File: config.mk
export PLATFORM = sky130hd
export DESIGN_NAME = uart_tx
export DESIGN_NICKNAME = d
export VERILOG_FILES = /design/src/rtl/uart_tx.sv
export SDC_FILE = /design/constraint.sdc
export NUM_CORES = 1
export LEC_CHECK = 0
export CAP_MARGIN = 20
export CORE_MARGIN = 3
export CORE_UTILIZATION = 52
export CTS_CLUSTER_DIAMETER = 50
export DETAILED_ROUTE_END_ITERATION = 10
export GPL_TIMING_DRIVEN = 0
export PLACE_DENSITY = 0.76
export SLEW_MARGIN = 20
export SYNTH_ARGS = -nofsm -noshare
export SYNTH_HDL_FRONTEND = slang
export SYNTH_SLANG_ARGS = --single-unit
File: constraint.sdc
create_clock -name clk -period 1.78 [get_ports clk]
set_input_delay 0.356 -clock clk [delete_from_list [all_inputs] [get_ports clk]]
set_output_delay 0.356 -clock clk [all_outputs]
set_load 0.1 [all_outputs]
File: src/rtl/uart_tx.sv
// uart_tx: serial transmitter framing START, DATA_WIDTH data bits LSB first, STOP.
// Define UART_TX_PARITY_EN to insert an even-parity bit between the data bits and STOP.
module uart_tx #(
    parameter int unsigned CLKS_PER_BIT = 16,
    parameter int unsigned DATA_WIDTH   = 8
) (
    input  logic                  clk,
    input  logic                  reset,
    input  logic                  start,
    input  logic [DATA_WIDTH-1:0] data_in,
    output logic                  tx,
    output logic                  busy,
    output logic                  done
);
    localparam int unsigned IDX_W = $clog2(DATA_WIDTH);
    localparam logic [15:0]      BAUD_LAST = 16'(CLKS_PER_BIT - 1);
    localparam logic [IDX_W-1:0] IDX_LAST  = IDX_W'(DATA_WIDTH - 1);

    typedef enum logic [2:0] {
        IDLE,
        START,
        DATA,
`ifdef UART_TX_PARITY_EN
        PARITY,
`endif
        STOP
    } state_t;

    state_t                state;
    logic [15:0]           baud;
    logic [IDX_W-1:0]      bit_idx;
    logic [DATA_WIDTH-1:0] shreg;
    logic                  bit_end;

    assign bit_end = (baud == BAUD_LAST);

    // tx is loaded one cycle ahead of each bit so the line changes exactly on the bit boundary.
    always_ff @(posedge clk or posedge reset) begin
        if (reset) begin
            state   <= IDLE;
            tx      <= 1'b1;
            busy    <= 1'b0;
            done    <= 1'b0;
            baud    <= '0;
            bit_idx <= '0;
            shreg   <= '0;
        end else begin
            done <= 1'b0;
            case (state)
                IDLE: begin
                    if (start) begin
                        state   <= START;
                        shreg   <= data_in;
                        tx      <= 1'b0;
                        busy    <= 1'b1;
                        baud    <= '0;
                        bit_idx <= '0;
                    end
                end
                START: begin
                    if (bit_end) begin
                        baud  <= '0;
                        state <= DATA;
                        tx    <= shreg[0];
                    end else begin
                        baud <= baud + 1'b1;
                    end
                end
                DATA: begin
                    if (bit_end) begin
                        baud <= '0;
                        if (bit_idx == IDX_LAST) begin
`ifdef UART_TX_PARITY_EN
                            state <= PARITY;
                            tx    <= ^shreg;
`else
                            state <= STOP;
                            tx    <= 1'b1;
`endif
                        end else begin
                            bit_idx <= bit_idx + 1'b1;
                            tx      <= shreg[bit_idx + 1'b1];
                        end
                    end else begin
                        baud <= baud + 1'b1;
                    end
                end
`ifdef UART_TX_PARITY_EN
                PARITY: begin
                    if (bit_end) begin
                        baud  <= '0;
                        state <= STOP;
                        tx    <= 1'b1;
                    end else begin
                        baud <= baud + 1'b1;
                    end
                end
`endif
                STOP: begin
                    if (bit_end) begin
                        baud  <= '0;
                        state <= IDLE;
                        busy  <= 1'b0;
                        done  <= 1'b1;
                    end else begin
                        baud <= baud + 1'b1;
                    end
                end
                default: begin
                    state <= IDLE;
                    tx    <= 1'b1;
                    busy  <= 1'b0;
                end
            endcase
        end
    end
endmodule

==> metrics.md, run 1 <==
| Metric | Value |
|---|---|
| Vias in the first global route | `1439` |
| Drt first pass iters | `4` |
| RSZ-0062 raised after global routing | `true` |
| Synth Area per Inst | `10.4 um2` |
| Reported max-cap violation count | `0` |
| Mapped Area | `0.00177 mm2` |
| Largest cells by area after synthesis | `dfrtp_1, o21ai_0, ha_1, mux2_2, nand2_1` |
| Clock slew at reported path FFs | `0.11 ns` |
| Leakage | `0.958 nW` |
| Initial core utilization | `0.562` |
| Die Span X | `64.4 um` |
| DRT iter0 DRCs | `121` |
| Ratio of cells with drive above 1 in the final layout | `0.299` |
| CP Max Fanout | `5` |
| Synth cell types | `42` |
| Gpl congestion | `0.800` |
| Die area | `0.00414 mm2` |
| Post-DR vias/cell | `5.97` |
| Sequential element share of the synthesized area | `0.453` |
| Worst-Skew Late Latency | `0.35 ns` |
| Synth top cells by count | `dfrtp_1, o21ai_0, nand2_1` |
| Clk buf depth | `2` |
| Initial antenna violation count | `0` |
| Crit path from | `bit_idx[0]` |
| Worst Path Arrival | `2.26 ns` |
| Setup TNS | `-0.722 ns` |
| Port buffer count | `13` |
| Hold Fails Final Rpt | `0` |
| R2R setup slack | `-0.18 ns` |
| Syn Inst Count | `171` |
| CP max stage delay | `0.40 ns` |
| Cts bufs inserted | `5` |
| Worst EP required | `2.07 ns` |
| Fmax | `0.509 GHz` |
| Final core utilization | `0.695` |
| PwrDens | `1410 mW/mm2` |
| Clock Skew | `0.0139 ns` |
| Root Driver | `clkbuf_4` |
| Synth top area share | `0.438` |
| # H-tree levels | `2` |
| Number of diodes | `0` |
| Setup crit start kind | `flop` |
| Top-count cell post-synth | `dfrtp_1` |
| Slew @ Worst Pin | `0.656 ns` |
| Reg-to-reg critical path endpoint | `tx` |
| Largest net degree at the start of global routing | `33` |
| First-pass GRT wire length | `6410 um` |
| Status | `finished, violations left` |
| Synth Net Count | `190` |
| Num rows | `20` |
| WL final | `3930 um` |
| EDFF count, synth | `0` |
| Setup ws final | `-0.185 ns` |
| Vias | `1480` |
| VDD IR max | `0.830 mV` |
| Pwr Total | `3.09 mW` |
| Die height | `64.4 um` |
| Fillers | `254` |
| Min Clock Period, post-route | `1.96 ns` |
| Period utilization | `1.10` |
| Critical R2R Launch | `bit_idx[0]` |
| Routed Antenna Nets | `0` |
| Worst Hold Class | `in -> async` |
| Kind of critical path | `reg -> reg` |
| Area grow syn2layout | `23.7%` |
| Clock sink count | `32` |
| IO Pins | `14` |
| Synth async-reset ratio | `1.00` |
| Endpoint class of the critical path | `flop` |
| Crit path cell chain | `ha_1 > buf_6 > mux2i_2 > mux4_2 > nand2b_1 > a221o_1 > mux2_4` |
| Ys Warns | `0` |
| GRT Total Usage | `0.202` |
| TritonCTS clock tree | `yes` |
| Failing checks | `setup timing` |
| Top_reg_cell synth | `dfrtp_1` |
| Delay-heaviest family, CP | `multiplexers` |
| Core area | `0.00315 mm2` |
| R2R depth | `7` |
| WP buf/inv | `1` |
| Largest area contributor in the netlist | `dfrtp_1` |
| # DRC | `0` |
| Setup-failing EPs final | `9` |
| Post-synthesis register bit count | `32` |
| Slew Viols, Final | `0` |
| Fin nets | `222` |
| Slew HR | `0.562` |
| Hpwl dp | `2600 um` |
| Slowest cell on the critical path | `dfrtp_1` |
| Total grt overflow | `0` |
| WL per Instance | `15.8 um` |
state kept, by name, indices dropped and copies added, names as in the netlist:
register and cells:
baud 16, bit_idx 3, busy 1, done 1, shreg 8, state 2
tx 1
cell families after synthesis:
| kind of cell | after synthesis | share of synthesized area |
|---|---|---|
| muxes | 15 | 0.101 |
| xor gates and xnor gates | 1 | 0.00494 |
| buffers and inverters | 13 | 0.0438 |
| adders and majority gates | 8 | 0.0565 |
| and+or+nand+nor | 52 | 0.166 |
| AOI/OAI and AO/OA | 50 | 0.175 |
| DFF | 32 | 0.453 |
worst max path at each step:
stage | depth (start not counted) | slack [ns] | end
finish | 7 | -0.18 | tx
floorplan | 7 | -0.07 | tx
detailed placement | 8 | -0.40 | baud[11]
global placement | 8 | -0.32 | baud[11]
CTS | 7 | -0.19 | tx
global route | 7 | -0.27 | tx
power by group:
part	total, mW	leakage (nW)	internal, mW	switching (mW)
sequential	1.04	0.416	0.918	0.126
combinational	1.60	0.504	0.734	0.863
clock	0.450	0.0380	0.188	0.262
layout make-up:
| cell class | count | area, um2 | share of cell area |
|---|---|---|---|
| sequential | 32 | 802 | 0.366 |
| buffer | 7 | 62.6 | 0.0285 |
| clock inverter | 2 | 10.0 | 0.00457 |
| timing repair buffer | 26 | 225 | 0.103 |
| inverter | 5 | 18.8 | 0.00856 |
| clock buffer | 6 | 51.3 | 0.0234 |
| multi-input combinational | 126 | 967 | 0.441 |
| tap | 44 | 55.1 | 0.0251 |
repair_timing:
item	in CTS	in global routing
hold buffers	0	0
gates resized for setup	22	10
endpoints found under the setup margin	31	19
pin swaps	4	0
setup buffers	10	3
placed cells by master, fill, tap and decap left out, types with 5 or more instances in the layout:
cell type	n
a22o_1	5
nand2_1	13
mux2_2	8
ha_1	6
buf_4	14
o31ai_1	5
clkbuf_4	5
nand3_1	7
o21ai_0	18
a21oi_1	8
dfrtp_1	31
clkdlybuf4s50_1	10
o21ai_1	5
worst register-to-register path: cells and delay by family (launching register included):
family          cells  cell delay, ns
compound gates      1            0.31
mux                 3            0.72
simple gates        1            0.06
buf+inv             1            0.13
fa+ha+maj           1            0.29
flops               1            0.40
layer usage:
metal	GRT usage	wire, um
met4	0.0950	76
met1	0.235	1650
met5	0	0
met2	0.352	2030
met3	0.0439	174
through the flow:
step / setup WS (ns) / cell area, um2 / hold slack, ns / std cells
floorplan: -0.0728 / 1780 / 0.471 / 171
global placement: -0.318 / 1970 / 0.488 / 228
detailed placement: -0.403 / 1970 / 0.496 / 228
CTS: -0.194 / 2140 / 0.440 / 245
global route: -0.266 / 2190 / 0.465 / 248
finish: -0.185 / 2190 / 0.405 / 248
No activity file was read; power rests on OpenSTA's default activity.
==> run 2, diff against run 1 <==
--- a/config.mk
+++ b/config.mk
@@ -7,11 +7,11 @@
 export LEC_CHECK = 0
 export CAP_MARGIN = 20
 export CORE_MARGIN = 3
-export CORE_UTILIZATION = 52
+export CORE_UTILIZATION = 62
 export CTS_CLUSTER_DIAMETER = 50
 export DETAILED_ROUTE_END_ITERATION = 10
 export GPL_TIMING_DRIVEN = 0
-export PLACE_DENSITY = 0.76
+export PLACE_DENSITY = 0.85
 export SLEW_MARGIN = 20
 export SYNTH_ARGS = -nofsm -noshare
 export SYNTH_HDL_FRONTEND = slang
==> constraint.sdc (replaced) <==
create_clock -name clk -period 2.4 [get_ports clk]
set_input_delay 0.48 -clock clk [delete_from_list [all_inputs] [get_ports clk]]
set_output_delay 0.48 -clock clk [all_outputs]
set_load 0.1 [all_outputs]
==> run 2 against run 1 <==
The run now ends clean. Combinational power decreased by 41%. Die area decreased by 15%. Largest power group unchanged. Wire length decreased by 5.1%. Critical path type is now reg -> out.
==> metrics.md, run 2 (synthesized netlist as in run 1, its figures left out) <==
| Metric | Value |
|---|---|
| CP max stage delay | `1.13 ns` |
| DP Area | `0.00194 mm2` |
| Slew HR | `0.357` |
| Clk buf depth | `2` |
| Hold path endpoint | `shreg[3]` |
| Reg-to-reg critical path endpoint | `baud[11]` |
| Worst-Skew Late Latency | `0.34 ns` |
| Clock slew at reported path FFs | `0.11 ns` |
| Clock sink count | `32` |
| Crit path from | `busy` |
| Initial core utilization | `0.684` |
| Port buffer count | `13` |
| Period utilization | `0.968` |
| Core area | `0.00259 mm2` |
| Crit path cell chain | `clkdlybuf4s50_1` |
| Fin nets | `210` |
| Worst Hold Class | `reg -> reg` |
| DRT iter0 DRCs | `105` |
| PwrDens | `1040 mW/mm2` |
| Fmax | `0.430 GHz` |
| Reported max-cap violation count | `0` |
| HP Start | `shreg[3]` |
| Slew Viols, Final | `0` |
| Routed Antenna Nets | `0` |
| Status | `complete, no violations` |
| Hpwl dp | `2660 um` |
| Hold depth | `1` |
| Number of diodes | `0` |
| Initial antenna violation count | `0` |
| Setup-failing EPs final | `0` |
| IO Pins | `14` |
| Biggest regs | `baud (16), shreg (8), bit_idx (3)` |
| Dpl ws | `0.172 ns` |
| Slowest cell on the critical path | `clkdlybuf4s50_1` |
| Min Clock Period, post-route | `2.32 ns` |
| Die area | `0.00353 mm2` |
| Setup ws final | `0.0760 ns` |
| Gpl congestion | `0.926` |
| Worst Path Arrival | `1.84 ns` |
| Root Driver | `clkbuf_4` |
| Setup crit start kind | `flop` |
| TritonCTS clock tree | `yes` |
| Clock Skew | `0.0149 ns` |
| Register with the most flip-flops | `baud` |
| Worst hold margin | `0.521 ns` |
| Ratio of cells with drive above 1 in the final layout | `0.172` |
| # DRC | `0` |
| Num rows | `18` |
| # H-tree levels | `2` |
| Endpoint class of the critical path | `output port` |
| Design area | `0.00200 mm2` |
| Vias | `1441` |
| Worst EP required | `1.92 ns` |
| Kind of critical path | `reg -> out` |
| Critical R2R Launch | `state[1]` |
| Total grt overflow | `0` |
| Most common cell after layout, fill and taps aside | `dfrtp_1` |
| WL per Instance | `16.8 um` |
| Area grow syn2layout | `12.9%` |
| Largest net degree at the start of global routing | `33` |
| Delay-heaviest family, CP | `buffers and inverters` |
| CP Max Fanout | `2` |
| Die height | `59.5 um` |
| RSZ-0062 raised after global routing | `false` |
| Drt first pass iters | `4` |
| Largest register FFs | `16` |
| Die Span X | `59.5 um` |
| WL final | `3730 um` |
| WP buf/inv | `1` |
| Commonest non-fill, non-tap cells in the layout | `dfrtp_1, o21ai_0, nand2_1` |
| VDD IR max | `1.13 mV` |
| GRT Total Usage | `0.240` |
| Hold Fails Final Rpt | `0` |
| Leakage | `0.863 nW` |
| Cts bufs inserted | `5` |
| Vias in the first global route | `1400` |
| R2R depth | `8` |
| Setup TNS | `0 ns` |
| First-pass GRT wire length | `6330 um` |
| Post-DR vias/cell | `6.49` |
| Slew @ Worst Pin | `0.962 ns` |
| R2R setup slack | `0.22 ns` |
run 2: cell types whose count changed in the layout (fill, tap and decap cells not counted), moves of 3 or more:
cell / before / now
buf_4: 14 / 1
o21ai_1: 5 / 2
nor4_4: 3 / 0
o21ai_0: 18 / 22
clkbuf_1: 0 / 4
run 2: cell type report:
type	count	area (um2)
fillers	170	591
clock buffers	8	58.8
flip-flops and latches	32	802
inverters	5	18.8
well taps	30	37.5
plain buffers	8	58.8
repair buffers	13	129
multi-input cells	126	895
run 2: metrics by stage:
| stage | std cells | total power [mW] | util |
|---|---|---|---|
| after floorplan | 171 | 1.52 | - |
| final | 222 | 2.07 | 0.772 |
| after global routing | 222 | 2.21 | 0.772 |
| after global placement | 214 | 1.69 | 0.749 |
| after detailed placement | 214 | 1.75 | 0.749 |
| after CTS | 222 | 2.07 | 0.771 |
run 2: how the worst max path moves through the flow:
stage	to	cells past startpoint
2_1_floorplan	tx	7
3_3_place_gp	baud[11]	8
3_5_place_dp	baud[9]	8
4_1_cts	busy	1
5_1_grt	busy	1
6_report	busy	1
run 2: where the power goes:
group | internal, mW | switching (mW) | leakage [nW] | total [mW]
Combinational | 0.391 | 0.561 | 0.414 | 0.952
Sequential | 0.680 | 0.110 | 0.416 | 0.790
Clock | 0.145 | 0.187 | 0.0326 | 0.332
run 2: worst register-to-register path: cells and delay by family (launching register included):
family	cells	cell delay [ns]
buffers and inverters	4	0.93
DFF	1	0.45
and+or+nand+nor	1	0.28
AOI/OAI and AO/OA	2	0.26
adders and majority gates	1	0.14
run 2: per-layer routing:
layer,global-route usage,vias up,part of all wire
li1,-,673,-
met1,0.315,705,0.45
met2,0.374,57,0.47
met3,0.0610,6,0.066
met4,0.107,0,0.013
met5,0,-,0
run 2: timing repair:
action                                 4_1_cts  5_1_grt
resized for setup                            1        1
endpoints found under the hold margin        0        0
setup buffers                                0        0
hold buffers                                 0        0
pin swaps                                    0        0
setup endpoints to repair                    1        6
